<file path="src/rtl/n_bit_serial_subtractor.sv">
// Bit-serial a - b - borrow_in, LSB first, one bit per clock through an IDLE/SHIFT/DONE FSM.
// Latency: N SHIFT cycles after the accepting edge, then one DONE cycle; start is ignored (not queued) while busy or done.
module n_bit_serial_subtractor #(
    parameter int N = 8
) (
    input  logic         clk,
    input  logic         rst_n,
    input  logic         start,
    input  logic [N-1:0] a,
    input  logic [N-1:0] b,
    input  logic         borrow_in,
    output logic         busy,
    output logic         done,
    output logic [N-1:0] diff,
    output logic         borrow_out,
    output logic         overflow
);
    localparam int CW = $clog2(N);

    typedef enum logic [1:0] {
        IDLE  = 2'd0,
        SHIFT = 2'd1,
        DONE  = 2'd2
    } state_t;

    state_t        r_state;
    state_t        w_state_nxt;
    logic [N-1:0]  r_a;
    logic [N-1:0]  r_b;
    logic          r_br;
    logic [N-1:0]  r_res;
    logic [CW-1:0] r_cnt;
    logic          r_a_msb;
    logic          r_b_msb;
    logic [N-1:0]  r_diff;
    logic          r_borrow_out;
    logic          r_overflow;

    logic          w_d;
    logic          w_br_nxt;
    logic          w_last;
    logic [N-1:0]  w_res_nxt;

    assign w_d       = r_a[0] ^ r_b[0] ^ r_br;
    assign w_br_nxt  = (~r_a[0] & r_b[0]) | (~(r_a[0] ^ r_b[0]) & r_br);
    assign w_last    = (r_cnt == CW'(N - 1));
    assign w_res_nxt = {w_d, r_res[N-1:1]};

    always_ff @(posedge clk or negedge rst_n) begin
        if (!rst_n) begin
            r_state <= IDLE;
        end else begin
            r_state <= w_state_nxt;
        end
    end

    always_comb begin
        w_state_nxt = r_state;
        busy        = 1'b0;
        done        = 1'b0;
        case (r_state)
            IDLE: begin
                if (start) begin
                    w_state_nxt = SHIFT;
                end
            end
            SHIFT: begin
                busy = 1'b1;
                if (w_last) begin
                    w_state_nxt = DONE;
                end
            end
            DONE: begin
                done        = 1'b1;
                w_state_nxt = IDLE;
            end
            default: begin
                w_state_nxt = IDLE;
            end
        endcase
    end

    always_ff @(posedge clk or negedge rst_n) begin
        if (!rst_n) begin
            r_a          <= '0;
            r_b          <= '0;
            r_br         <= 1'b0;
            r_res        <= '0;
            r_cnt        <= '0;
            r_a_msb      <= 1'b0;
            r_b_msb      <= 1'b0;
            r_diff       <= '0;
            r_borrow_out <= 1'b0;
            r_overflow   <= 1'b0;
        end else begin
            case (r_state)
                IDLE: begin
                    if (start) begin
                        r_a     <= a;
                        r_b     <= b;
                        r_br    <= borrow_in;
                        r_res   <= '0;
                        r_cnt   <= '0;
                        r_a_msb <= a[N-1];
                        r_b_msb <= b[N-1];
                    end
                end
                SHIFT: begin
                    r_a   <= r_a >> 1;
                    r_b   <= r_b >> 1;
                    r_br  <= w_br_nxt;
                    r_res <= w_res_nxt;
                    r_cnt <= r_cnt + 1'b1;
                    // On the final bit w_d is the result MSB, so results are published here.
                    if (w_last) begin
                        r_diff       <= w_res_nxt;
                        r_borrow_out <= w_br_nxt;
                        r_overflow   <= (r_a_msb != r_b_msb) && (w_d != r_a_msb);
                    end
                end
                default: begin
                end
            endcase
        end
    end

    assign diff       = r_diff;
    assign borrow_out = r_borrow_out;
    assign overflow   = r_overflow;

endmodule
</file>
<file path="config.mk">
export PLATFORM = sky130hd
export DESIGN_NAME = n_bit_serial_subtractor
export DESIGN_NICKNAME = d
export VERILOG_FILES = /design/src/rtl/n_bit_serial_subtractor.sv
export SDC_FILE = /design/constraint.sdc
export NUM_CORES = 1
export LEC_CHECK = 0
export BUFFER_PORTS_ARGS = -buffer_cell sky130_fd_sc_hd__buf_2
export CAP_MARGIN = 0
export CORE_UTILIZATION = 40
export DETAILED_ROUTE_END_ITERATION = 8
export SYNTH_ARGS = -nofsm -noshare
export SYNTH_HDL_FRONTEND = slang
export SYNTH_SLANG_ARGS = --single-unit
</file>
<file path="constraint.sdc">
create_clock -name clk -period 2.1 [get_ports clk]
set_clock_uncertainty 0.15 [all_clocks]
set_input_delay 0.105 -clock clk [delete_from_list [all_inputs] [get_ports clk]]
set_output_delay 0.105 -clock clk [all_outputs]
set_load 0.005 [all_outputs]
</file>
======== Word level (Yosys, flattened, before mapping) ========
Cells that the tools add are included.
word-level totals
  register bits ........................... 42
  input port bits ......................... 20
  output and inout port bits .............. 12
  logic and storage cells ................. 48
operators by class
  add/sub/neg operators ................... 1
  eq/ne operators ......................... 7
  mux-type cells .......................... 15
  bitwise gates (word level) .............. 7
  reduce and logical (&&, ||, !) cells .... 7
operators by type and width
  operator                                             number
  one-hot mux 8 bit (2 select lines)                   3
  two-way mux 8 bit                                    3
  AND reduction 2 bit                                  4
  one-hot mux 3 bit (2 select lines)                   1
  two-way mux 2 bit                                    2
  inequality test 2 bit, second input constant         2
  one-hot mux 2 bit (2 select lines)                   1
  adder 3 x 1 -> 3 bit, second input constant          1
  equality test 3 bit, second input constant           1
  two-way mux 1 bit                                    3
  two-way mux 3 bit                                    1
  bitwise AND 1 bit                                    2
  equality test 2 x 1 -> 1 bit, second input constant  1
  equality test 2 bit, second input constant           1
  logical NOT 2 bit                                    1
  inequality test 1 bit                                2
  NOT 1 bit                                            2
  one-hot mux 1 bit (2 select lines)                   1
  nonzero test 2 bit                                   1
  XOR 1 bit                                            2
  logical AND 1 bit                                    1
  OR 1 bit                                             1

======== Longest topological paths before layout ========
  depth after elaboration ................. 5
  depth in mapped cells ................... 6

======== Worst setup path before layout ========
Ideal clock, no wire load.
  path kind ............................... flip-flop to flip-flop
  start ................................... reg r_cnt[0]
  end ..................................... reg r_diff[3], in the netlist diff[3]
  setup time .............................. 0.125 ns
  data arrival time ....................... 1.421 ns
  required time ........................... 1.825 ns
  setup slack ............................. 0.404 ns
  cell stages (with the launch flop) ...... 6
  clock period less this slack ............ 1.696 ns
  cells stage by stage .................... dfrtp_1 -> ha_1 -> ha_1 -> nand3b_1 -> buf_2 -> mux2_2
between the ends
  longest elaborated chain between the ends .. 2
ends and longest elaborated chain
  item                           line  source
  start: declaration             32    logic [CW-1:0] r_cnt;
  start signal: assignment       113   r_cnt <= r_cnt + 1'b1;
  equality test 3 bit            46    assign w_last = (r_cnt == CW'(N - 1));
  AND reduction 2 bit (no line)  n/a
  end signal: assignment         116   r_diff <= w_res_nxt;
  end: declaration               35    logic [N-1:0] r_diff;
No other way between the ends.
A chain may end at the register's enable or synchronous reset.

======== Final worst setup path ========
  start ................................... reg r_state[0]
  end ..................................... out busy
between the ends
  longest elaborated chain between the ends .. 2
ends and longest elaborated chain
  item                          line  source
  start: declaration            26    state_t r_state;
  start signal: assignment      53    r_state <= w_state_nxt;
  equality test 2 x 1 -> 1 bit  61    case (r_state)
  two-way mux 1 bit             61
  end: declaration              12    output logic busy,
No other way between the ends.

==> reports/metrics.csv <==
stage,metric,value,unit
outcome,status,"complete, but fails checks",
outcome,violations,negative hold slack,
die,die_width,68.20,um
cts,deepest_clock_path_buffer_count,2,
detailed_routing,drcViolationCount,0,
yosys,syn-num-nets,167,
yosys,count_of_flip_flops_with_a_built_in_enable_after_synthesis,0,
cts,sink_count,41,
detailed_routing,detail_route.vias_per_cell,4.898,
critical_path,crit_start,r_state[0],
yosys,synth_sequential_area_ratio,0.5853,
yosys,post-synth-top-area-cell,dfrtp_1,
placement,gp_congestion,0.7368,
timing,timing.final.crit_share,0.7989,
critical_path,timing.critical_path.to,busy,
timing,timing.slew.headroom,0.4006,
detailed_routing,firstDrtPassIters,4,
yosys,synth_seq_cells,41,
timing,worst_slack,0.4223,ns
timing,hold_violations,1,
min_path,timing.hold.worst.class,input pin to flop,
timing,period_minus_slack,1.678,ns
yosys,synth.cells.most_frequent,"dfrtp_1 (41), nand2_1 (19), o21ai_0 (17), mux2i_1 (14), mux2_2 (11)",
cts,cts_htree_levels,2,
detailed_routing,first_iter_violations,48,
timing,report.final.setup_viol,0,
finish,post_route_cells_drive_above_1_share,0.2872,
critical_path,ws_path_type,flop to output port,
critical_path,critical_path.max_stage_delay,0.49,ns
yosys,syn-mean-instance-area,12.17,sq um
critical_path,worstSetupStartpointType,flop,
yosys,post_synth_num_cell_types,24,
die,floorplan.initialDensity,0.4260,
die,std_cell_rows,23,
grt,first_global_vias,1147,
critical_path,kind_of_end_point_of_the_critical_path,output port,
detailed_routing,via_count,1200,
critical_path,rr_endpoint,diff[2],
detailed_routing,routed_wire_length,3.370,mm
cts,clock_latency,0.29,ns
cts,cts_buffers,5,
die,die_area,4651,sq um
die,boundaryPins,32,
critical_path,timing.critical_path.arrival,1.42,ns
cts,cts_post_setup_buffers_inserted,0,
grt,grt_util_all_layers,0.1651,
yosys,synthesis.yosys.warnings,0,
grt,grt_first_pass_wirelength,5.437,mm
placement,place_hpwl,2.277,mm
power,power.density_cell_area,1387,nW/um^2
finish,num-fill-cells,372,
power,vdd_ir_drop_max,0.4692,mV
critical_path,r2r_setup_slack,0.43,ns
detailed_routing,drtAntennaViolNets,0,
timing,final.setup.tns,0,ns
critical_path,cp.required,1.85,ns
critical_path,critical_path.cell_chain,nor2b_2 -> buf_4 -> buf_2,
timing,rsz_0062_raised_after_global_routing,false,
yosys,synth.cell_area,1753,sq um
finish,num_antenna_cells,0,
critical_path,crit_slowest_cell,dfrtp_1,
detailed_routing,wire_per_inst,13.76,um
finish,synthToLayoutAreaGrowth,27.98,%
yosys,synth_area_leaders,"dfrtp_1 (59%), mux2i_1 (8.0%), mux2_2 (7.1%), a22o_1 (5.0%), o21ai_0 (4.9%)",
grt,antenna_found_initial,0,
yosys,post_synth_inst_count,144,
power,power.static_leakage,1.132,nW
placement,port_buffers,31,
critical_path,reg2reg_from,r_cnt[0],
yosys,synthDominantCellAreaShare,0.5853,
job,cap_viol_max_count,0,
timing,timing_worst_slew_pin_value,0.8992,ns
cts,cts.reportedPaths.clkPinSlew,0.08,ns
timing,holdWs,-0.001277,ns
yosys,yosys_most_used_dff,dfrtp_1,
placement,dp_worst_setup_slack,0.4266,ns
grt,grt_max_degree,42,
grt,grt_remaining_overflow,0,
yosys,async_flop_share,1.000,
cts,clockRootBuffer,clkbuf_8,
die,core_area,4115,sq um
timing,max_freq,596.0,MHz
die,die-height,68.20,um
cts,cts_tree,done,
critical_path,worstPathMaxFanout,13,
yosys,synth_most_common_cell,dfrtp_1,
timing,timing_max_transition_violations_final,0,
finish,num-nets-final,217,
critical_path,r2r.worst_path.cells,5,
[power breakdown]
part	internal (W)	switching, W
Combinational	0.000636	0.000529
Sequential	0.00115	0.000236
Clock	0.000297	0.000260
[flip-flops by register name (all words and copies together) (netlist names)]
name and flops:
diff 8, r_a 8, r_b 8, r_res 7
r_cnt 3, r_state 2, borrow_out 1, overflow 1
r_a_msb 1, r_b_msb 1, r_br 1
[layout by cell type, fill, tap and decap left out]
| cell | count |
|---|---|
| dfrtp_1 | 41 |
| buf_2 | 31 |
| nand2_1 | 19 |
| o21ai_0 | 17 |
| dlygate4sd3_1 | 17 |
| mux2i_1 | 14 |
| mux2_2 | 11 |
| a22o_1 | 10 |
| clkbuf_8 | 7 |
| inv_1 | 5 |
| a21oi_1 | 3 |
| and3b_1 | 2 |
| nor2_1 | 2 |
| ha_1 | 2 |
| buf_4 | 2 |
| buf_12 | 2 |
| nor2b_2 | 1 |
| nor2b_1 | 1 |
| o21bai_2 | 1 |
| o21ai_1 | 1 |
| nand3b_1 | 1 |
| a2bb2oi_1 | 1 |
| nand2b_1 | 1 |
| or2b_1 | 1 |
| fa_1 | 1 |
| clkinv_2 | 1 |
[metrics by stage]
stage	utilization	power [W]	instance area, sq um	cells
after floorplan	-	0.002180	1753	144
after global placement	0.4792	0.002478	1972	220
after detailed placement	0.4792	0.002559	1972	220
after CTS	0.5452	0.003145	2243	245
after global routing	0.5452	0.003359	2243	245
final	0.5452	0.003112	2243	245
[cell type report]
| class | count | area, sq um | area share |
|---|---|---|---|
| flip-flops and latches | 41 | 1026 | 0.4573 |
| clock inverters | 1 | 5.005 | 0.002231 |
| clock buffers | 7 | 96.34 | 0.04294 |
| well taps | 50 | 62.56 | 0.02789 |
| multi-input cells | 89 | 654.4 | 0.2917 |
| inverters | 5 | 18.77 | 0.008366 |
| repair buffers | 52 | 380.4 | 0.1695 |
[kinds of logic (layout without fill, tap and decap cells)]
kind of cell	count (synthesis)	after routing	share of synthesized area
compound gates	33	33	0.1192
fa+ha+maj	3	3	0.02569
buf+inv	14	65	0.04354
flops	41	41	0.5853
mux	25	25	0.1506
simple gates	28	28	0.07567
[critical path, delay by kind of cell, from the launching register on]
family	cells	cell delay [ns]
DFF	1	0.49
and+or+nand+nor	1	0.26
buffers and inverters	2	0.38
[worst min path at each step]
stage           from         end  slack [ns]  cells past startpoint
6_report        a[2]      r_a[2]      -0.001                      3
5_1_grt         a[2]      r_a[2]        0.02                      3
4_1_cts         a[2]      r_a[2]       0.008                      3
3_5_place_dp   rst_n      r_b[1]        0.13                      1
3_3_place_gp   rst_n      r_b[2]        0.10                      1
2_1_floorplan  rst_n  borrow_out       -0.34                      0
[what timing repair did]
item	in CTS	in global routing
hold buffers	17	0
endpoints found under the hold margin	58	0
gates resized for setup	0	0
[per-layer routing]
layer  share of wire  global-route usage
met2            0.47              0.2647
met1            0.48              0.2049
met3           0.034             0.04500
met5               0                   0
met4           0.023             0.07813
Note: power is estimated with default switching activity, not from simulation.
